--- config.mk ---
export PLATFORM = sky130hd
export DESIGN_NAME = axis_conv_arb
export DESIGN_NICKNAME = d
export VERILOG_FILES = /design/src/rtl/axis_arb_pkg.sv /design/src/rtl/rr_pick.sv /design/src/rtl/axis_conv_arb.sv
export SDC_FILE = /design/constraint.sdc
export NUM_CORES = 1
export LEC_CHECK = 0
export BUFFER_PORTS_ARGS = -buffer_cell sky130_fd_sc_hd__buf_2
export CORE_MARGIN = 2
export CORE_UTILIZATION = 45
export DETAILED_ROUTE_END_ITERATION = 8
export PLACE_DENSITY = 0.91
export SYNTH_ARGS = -nofsm -noshare
export SYNTH_HDL_FRONTEND = slang
export SYNTH_SLANG_ARGS = --single-unit
--- constraint.sdc ---
create_clock -name axis_clk -period 3.9 [get_ports axis_clk]
set_input_delay 1.17 -clock axis_clk [delete_from_list [all_inputs] [get_ports axis_clk]]
set_output_delay 1.17 -clock axis_clk [all_outputs]
set_load 0.01 [all_outputs]
--- src/rtl/axis_arb_pkg.sv ---
// Shared types and defaults for the packet-level AXI-Stream arbiter.
package axis_arb_pkg;

    localparam int unsigned N_PORTS_DEF = 4;
    localparam int unsigned DATA_W_DEF  = 32;

    typedef enum logic [0:0] {
        StIdle,
        StPass
    } arb_state_e;

endpackage

--- src/rtl/rr_pick.sv ---
// Rotating priority encoder: returns the first set bit of req when searching
// ptr+1, ptr+2, ... modulo N_PORTS.
module rr_pick #(
    parameter int unsigned N_PORTS = 4,
    parameter int unsigned IDX_W   = 2
) (
    input  logic [N_PORTS-1:0] req,
    input  logic [IDX_W-1:0]   ptr,
    output logic               any,
    output logic [IDX_W-1:0]   idx
);

    logic [IDX_W-1:0] cand;

    always_comb begin
        any  = 1'b0;
        idx  = '0;
        cand = '0;
        for (int unsigned i = 1; i <= N_PORTS; i++) begin
            cand = IDX_W'((32'(ptr) + i) % N_PORTS);
            if (!any && req[cand]) begin
                any = 1'b1;
                idx = cand;
            end
        end
    end

endmodule

--- src/rtl/axis_conv_arb.sv ---
// Packet-level round-robin arbiter sharing one AXI-Stream datapath between
// N_PORTS sources, with a single registered output stage tagged by source index.
module axis_conv_arb
    import axis_arb_pkg::*;
#(
    parameter int unsigned N_PORTS = N_PORTS_DEF,
    parameter int unsigned DATA_W  = DATA_W_DEF,
    localparam int unsigned IDX_W  = $clog2(N_PORTS)
) (
    input  logic                      axis_clk,
    input  logic                      axis_rst,
    input  logic [N_PORTS-1:0]        s_tvalid,
    input  logic [N_PORTS-1:0]        s_tlast,
    output logic [N_PORTS-1:0]        s_tready,
    input  logic [N_PORTS*DATA_W-1:0] s_tdata,
    input  logic [N_PORTS-1:0]        port_en,
    output logic                      m_tvalid,
    output logic                      m_tlast,
    input  logic                      m_tready,
    output logic [DATA_W-1:0]         m_tdata,
    output logic [IDX_W-1:0]          m_tid,
    output logic                      grant_valid,
    output logic [IDX_W-1:0]          grant_idx
);

    arb_state_e        state_q, state_d;
    logic [IDX_W-1:0]  grant_idx_q, grant_idx_d;
    logic [IDX_W-1:0]  ptr_q, ptr_d;
    logic              m_tvalid_q, m_tvalid_d;
    logic              m_tlast_q, m_tlast_d;
    logic [DATA_W-1:0] m_tdata_q, m_tdata_d;
    logic [IDX_W-1:0]  m_tid_q, m_tid_d;

    logic [DATA_W-1:0] src_data [N_PORTS];
    logic              slot_free;
    logic              g_valid;
    logic              g_last;
    logic [DATA_W-1:0] g_data;
    logic              pick_any;
    logic [IDX_W-1:0]  pick_idx;

    for (genvar i = 0; i < N_PORTS; i++) begin : g_src
        assign src_data[i] = s_tdata[i*DATA_W +: DATA_W];
    end

    rr_pick #(
        .N_PORTS (N_PORTS),
        .IDX_W   (IDX_W)
    ) u_rr_pick (
        .req (s_tvalid & port_en),
        .ptr (ptr_q),
        .any (pick_any),
        .idx (pick_idx)
    );

    assign slot_free = !m_tvalid_q || m_tready;
    assign g_valid   = s_tvalid[grant_idx_q];
    assign g_last    = s_tlast[grant_idx_q];
    assign g_data    = src_data[grant_idx_q];

    always_comb begin
        state_d     = state_q;
        grant_idx_d = grant_idx_q;
        ptr_d       = ptr_q;
        m_tvalid_d  = m_tvalid_q;
        m_tlast_d   = m_tlast_q;
        m_tdata_d   = m_tdata_q;
        m_tid_d     = m_tid_q;
        s_tready    = '0;

        // Drain first; a load below overrides it.
        if (m_tvalid_q && m_tready) begin
            m_tvalid_d = 1'b0;
        end

        unique case (state_q)
            StIdle: begin
                if (pick_any) begin
                    grant_idx_d = pick_idx;
                    state_d     = StPass;
                end
            end
            StPass: begin
                s_tready[grant_idx_q] = slot_free;
                if (g_valid && slot_free) begin
                    m_tvalid_d = 1'b1;
                    m_tdata_d  = g_data;
                    m_tlast_d  = g_last;
                    m_tid_d    = grant_idx_q;
                    if (g_last) begin
                        ptr_d   = grant_idx_q;
                        state_d = StIdle;
                    end
                end
            end
            default: state_d = StIdle;
        endcase
    end

    always_ff @(posedge axis_clk or negedge axis_rst) begin
        if (!axis_rst) begin
            state_q     <= StIdle;
            grant_idx_q <= '0;
            ptr_q       <= IDX_W'(N_PORTS - 1);
            m_tvalid_q  <= 1'b0;
            m_tlast_q   <= 1'b0;
            m_tdata_q   <= '0;
            m_tid_q     <= '0;
        end else begin
            state_q     <= state_d;
            grant_idx_q <= grant_idx_d;
            ptr_q       <= ptr_d;
            m_tvalid_q  <= m_tvalid_d;
            m_tlast_q   <= m_tlast_d;
            m_tdata_q   <= m_tdata_d;
            m_tid_q     <= m_tid_d;
        end
    end

    assign m_tvalid    = m_tvalid_q;
    assign m_tlast     = m_tlast_q;
    assign m_tdata     = m_tdata_q;
    assign m_tid       = m_tid_q;
    assign grant_valid = (state_q == StPass);
    assign grant_idx   = grant_idx_q;

endmodule

; ---- After elaboration in Yosys (flattened, before gate mapping)
; Cells that the tools add are included.
[word_totals]
in_bits = 143
elab_cells = 69
out_inout_bits = 43
ff_bits = 41
[op_classes]
n_lt_le_gt_ge = 7
n_reduce_logical = 14
add_sub_neg = 4
n_mux = 33
n_bitwise = 4
[op_table]
columns = operator, n
row1 = 32-bit binary-select mux with 2-bit select, 1
row2 = 32-bit 2-to-1 mux, 2
row3 = 1-bit 2-to-1 mux, 17
row4 = 2-bit by 3-bit < comparator with 1-bit output (second input constant), 5
row5 = 1-bit binary-select mux with 2-bit select, 6
row6 = 4-bit bitwise AND, 2
row7 = 2-bit 2-to-1 mux, 4
row8 = 1-bit logical AND, 6
row9 = 2-bit by 1-bit adder with 2-bit output (second input constant), 2
row10 = 2-bit adder (second input constant), 2
row11 = 1-bit logical NOT, 4
row12 = 4-bit 2-to-1 mux, 1
row13 = 2-bit AND reduction, 2
row14 = 3-bit greater-or-equal comparator (second input constant), 1
row15 = 2-bit NOT with 3-bit output, 1
row16 = 3-bit AND reduction, 1
row17 = 1-bit demux with 2-bit select, 1
row18 = 2-bit by 1-bit greater-or-equal comparator with 1-bit output (second input constant), 1
row19 = 1-bit case mux with 2 select lines, 1
row20 = 1-bit logical OR, 1
row21 = 1-bit NOT, 1

; ---- Longest topological paths before layout
[depth]
ltp_word = 15
ltp_mapped = 5
ltp_nobuf = 4

; ---- Modules after synthesis
; Synthesis repeated with hierarchy kept, for this count alone.
[hier_totals]
hier_cells = 158
area_unflattened_um2 = 2613.8
[modules_own_cells]
columns = module, seq_area_each_um2, cells_per_inst, n_inst, area_per_inst_um2
row1 = axis_conv_arb, 1028.5, 144, 1, 2522.4
row2 = rr_pick, 0.0, 14, 1, 91.3

; ---- Least setup slack after synthesis
; OpenSTA, ideal clock, no wires.
[synth_timing]
path_kind = input to output
from = input m_tready
to = output s_tready[0]
t_required_ns = 2.730
path_stages = 3
path_buffers = 0
setup_slack_ns = 1.000
t_arrival_ns = 1.730
path_cell_list = nand2b_1 -> nand2_1 -> nor3_1
[synth_between]
elab_chain_cells = 3
[synth_rtl]
columns = item, line_no
row1 = from (decl), axis_conv_arb.sv:19  ; input logic m_tready,
row2 = 1-bit logical OR, axis_conv_arb.sv:56  ; assign slot_free = !m_tvalid_q || m_tready;
row3 = 4-bit bitwise AND (no line), -
row4 = 4-bit 2-to-1 mux, axis_conv_arb.sv:76  ; unique case (state_q)
row5 = to (decl), axis_conv_arb.sv:14  ; output logic [N_PORTS-1:0] s_tready,
; No other way between the ends.

; ---- Worst setup path after layout
[layout_timing]
from = input m_tready
to = output s_tready[2]
; Same word-level chain as after synthesis.

==> impl_metrics.py <==
metrics = {
    "outcome": {
        "status": "finished, final reports clean",
    },
    "cts": {
        "cts_tree": "yes",
        "insertion_delay_ns": 0.28,
        "cts_setup_buffers": 0,
        "cts-htree-levels": 2,
        "root_buffer": "clkbuf_8",
        "postCtsHoldBufs": 0,
        "cts_resized": 0,
        "cts.path.max_buffers": 2,
        "cts_num_sinks": 41,
        "cts_made_buffers": 5,
        "clk_pin_slew_ns": 0.07,
    },
    "detailed_routing": {
        "vias": 2237,
        "drtPass1Iterations": 6,
        "wl_met2_um": 3920,
        "viasPerCell": 5.33,
        "highest_layer": "met4",
        "remaining_drc_errors": 0,
        "routed_wl_um": 7130,
        "wl_met3_um": 580,
        "ant_nets": 0,
        "first_iter_violations": 110,
        "met1_length_um": 2570,
        "wl_per_cell_um": 17.0,
    },
    "grt": {
        "grt_pass1_vias": 2286,
        "grt_max_degree": 42,
        "grt_use_total_pct": 21.2,
        "grt_pass1_wl_um": 10600,
        "antenna_found_initial": 0,
        "grt_overflow_total": 0,
    },
    "sta": {
        "period_share_pct": 80.5,
        "relSlewSlack_pct": 39.4,
        "fin_skew_ns": 0.00633,
        "slew_viol_final": 0,
        "tns_ns": 0,
        "post-route-min-period_ns": 3.14,
        "setup_viol": 0,
        "whs_ns": 0.472,
        "rsz0062_at_grt": "false",
        "worstMarginPinSlew_ns": 0.909,
        "fmax_mhz": 318,
        "hold_violations": 0,
    },
    "layout": {
        "syn2layout_area_growth_pct": 37.8,
        "instances_no_fill": 420,
        "fin_nets": 487,
        "antennaDiodeCount": 0,
        "layout-drive-gt1-share_pct": 70.4,
        "n_fill_cell": 444,
    },
    "pwr": {
        "power.density_nw_per_um2": 742,
        "combPwrFrac_pct": 57.9,
        "netSwitchingFraction_pct": 34.8,
        "p_clk_share_pct": 12.5,
        "p_leak_nw": 1.94,
        "p_switching_mw": 0.964,
        "power_frac_seq_pct": 29.6,
        "p_int_mw": 1.80,
        "vdd_drop_max_mv": 0.551,
    },
    "worst_hold_path": {
        "worst_hold_path_type": "reg -> reg",
    },
    "flow_run": {
        "maxCapViolations": 0,
    },
    "synthesis": {
        "synthesis.area_um2": 2710,
        "yosys_warnings": 0,
        "netlist_instances": 162,
        "syn_area_per_cell_um2": 16.7,
        "ys_ff_latch": 41,
        "synthDistinctLibCells": 31,
        "ys_seq_area_share_pct": 38.0,
        "synth_nets": 305,
    },
    "worst_setup_path": {
        "crit_top_cell": "buf_2",
        "crit_path_max_fanout": 5,
        "cp.arrival_ns": 1.97,
        "startpoint_type": "input pin",
        "cp.required_ns": 2.73,
        "path_cells": "buf_2 > nand2b_1 > nand2_1 > nor3_1 > buf_2",
        "cp_slowest_cell": "nand2b_1",
        "critPathKind": "in -> out",
        "ff2ff_setup_slack_ns": 1.62,
        "cp_slowest_stage_delay_ns": 0.24,
        "endpoint_kind": "output pin",
    },
    "floorplanning": {
        "start_util_pct": 46.2,
        "die_w_um": 81.5,
        "die-area_um2": 6650,
        "die-height_um": 81.5,
        "rows": 28,
        "core_area_um2": 5850,
        "pin_count": 186,
    },
    "placement": {
        "hpwl_um": 5590,
        "dp.cells": 412,
        "port_buffers": 185,
        "gp_congestion": 0.803,
    },
}
==> per-stage QoR <==
step	area (µm²)	utilization [%]	power (mW)	worst slack, ns
floorplan	2710	-	2.06	1.00
global placement	3610	61.7	2.37	0.864
detailed placement	3610	61.7	2.45	0.780
CTS	3730	63.7	2.80	0.776
global route	3730	63.7	2.96	0.736
finish	3730	63.7	2.77	0.760
==> power groups by stage <==
| stage | sequential (mW) | combinational, mW | clock, mW |
|---|---|---|---|
| final | 0.819 | 1.60 | 0.345 |
| after global routing | 0.853 | 1.73 | 0.379 |
| after CTS | 0.819 | 1.63 | 0.355 |
| after detailed placement | 0.824 | 1.62 | 0 |
| after global placement | 0.812 | 1.56 | 0 |
| after floorplan | 0.881 | 1.18 | 0 |
==> logic make-up (layout without fill, tap and decap cells) <==
logic type,Yosys count,count (layout),share of synthesized area [%]
simple gates,24,24,4.35
compound gates,15,15,3.61
flops,41,41,38.0
buf+inv,14,197,5.09
mux,68,68,48.9
==> synthesized netlist by cell type <==
| library cell | n | share of area (%) |
|---|---|---|
| dfrtp_1 | 39 | 36 |
| mux2_4 | 25 | 14 |
| mux4_1 | 22 | 21 |
| mux4_2 | 12 | 10 |
| nand2_1 | 12 | 1.7 |
| mux2_2 | 8 | 3.3 |
| nor2_1 | 4 | 0.55 |
| o21ai_0 | 4 | 0.74 |
| a21oi_1 | 3 | 0.55 |
| buf_12 | 3 | 2.2 |
| buf_6 | 3 | 1.2 |
| a22oi_1 | 2 | 0.55 |
| buf_2 | 2 | 0.37 |
| clkbuf_1 | 2 | 0.28 |
| dfstp_2 | 2 | 1.9 |
| inv_1 | 2 | 0.28 |
| nand3_1 | 2 | 0.37 |
| nor3_1 | 2 | 0.37 |
| a211o_1 | 1 | 0.32 |
| a222oi_1 | 1 | 0.37 |
| a31oi_1 | 1 | 0.23 |
| buf_1 | 1 | 0.14 |
| buf_8 | 1 | 0.55 |
| mux2i_1 | 1 | 0.37 |
| nand2b_1 | 1 | 0.23 |
| nand3_4 | 1 | 0.65 |
| nand4_1 | 1 | 0.23 |
| nor3b_1 | 1 | 0.28 |
| o21a_1 | 1 | 0.28 |
| o22ai_1 | 1 | 0.23 |
| o2bb2ai_1 | 1 | 0.32 |
==> registers in the layout, summed over array words and instances, names as in the netlist <==
signal and cells:
grant_valid 1, m_tlast 1, m_tvalid 1, grant_idx 2
m_tid 2, ptr_q 2, m_tdata 32
==> final timing paths <==
path | from | to | cells past startpoint
max in group asynchronous | axis_rst | grant_idx[0] | 1
min in group asynchronous | axis_rst | m_tdata[17] | 1
worst min register to register | m_tlast | m_tlast | 2
worst max-delay path | m_tready | s_tready[2] | 5
worst max register to register | grant_idx[1] | m_tdata[0] | 3
worst min-delay path | m_tlast | m_tlast | 2
==> area by class of cell <==
| class | count | area (µm²) | area share (%) |
|---|---|---|---|
| clock inverters | 1 | 30.0 | 0.806 |
| clock buffers | 7 | 86.3 | 2.32 |
| multi-input cells | 107 | 1540 | 41.3 |
| repair buffers | 187 | 941 | 25.2 |
| well taps | 75 | 93.8 | 2.52 |
| flip-flops and latches | 41 | 1030 | 27.6 |
| inverters | 2 | 7.51 | 0.201 |
==> routing by layer <==
metal | vias up | track usage, %
li1 | 1036 | -
met1 | 1073 | 24.4
met2 | 122 | 40.2
met3 | 6 | 4.18
met4 | 0 | 4.75
met5 | - | 0
==> cell usage in the layout, fill, tap and decap left out, drive strengths merged, types with 2 or more instances in the layout <==
master  synthesis  layout
mux2           33      33
a22oi           2       2
o21ai           4       4
nand3           3       3
a21oi           3       3
nand2          12      12
nor3            2       2
mux4           34      34
dfstp           2       2
nor2            4       4
inv             2       2
buf            10     187
clkbuf          2       7
dfrtp          39      39
==> worst max-delay path: cells and delay by family <==
family / cells / cell delay, ns
AND/OR/NAND/NOR: 3 / 0.55
buffers and inverters: 2 / 0.24
Power figures use the tool's default switching activity.
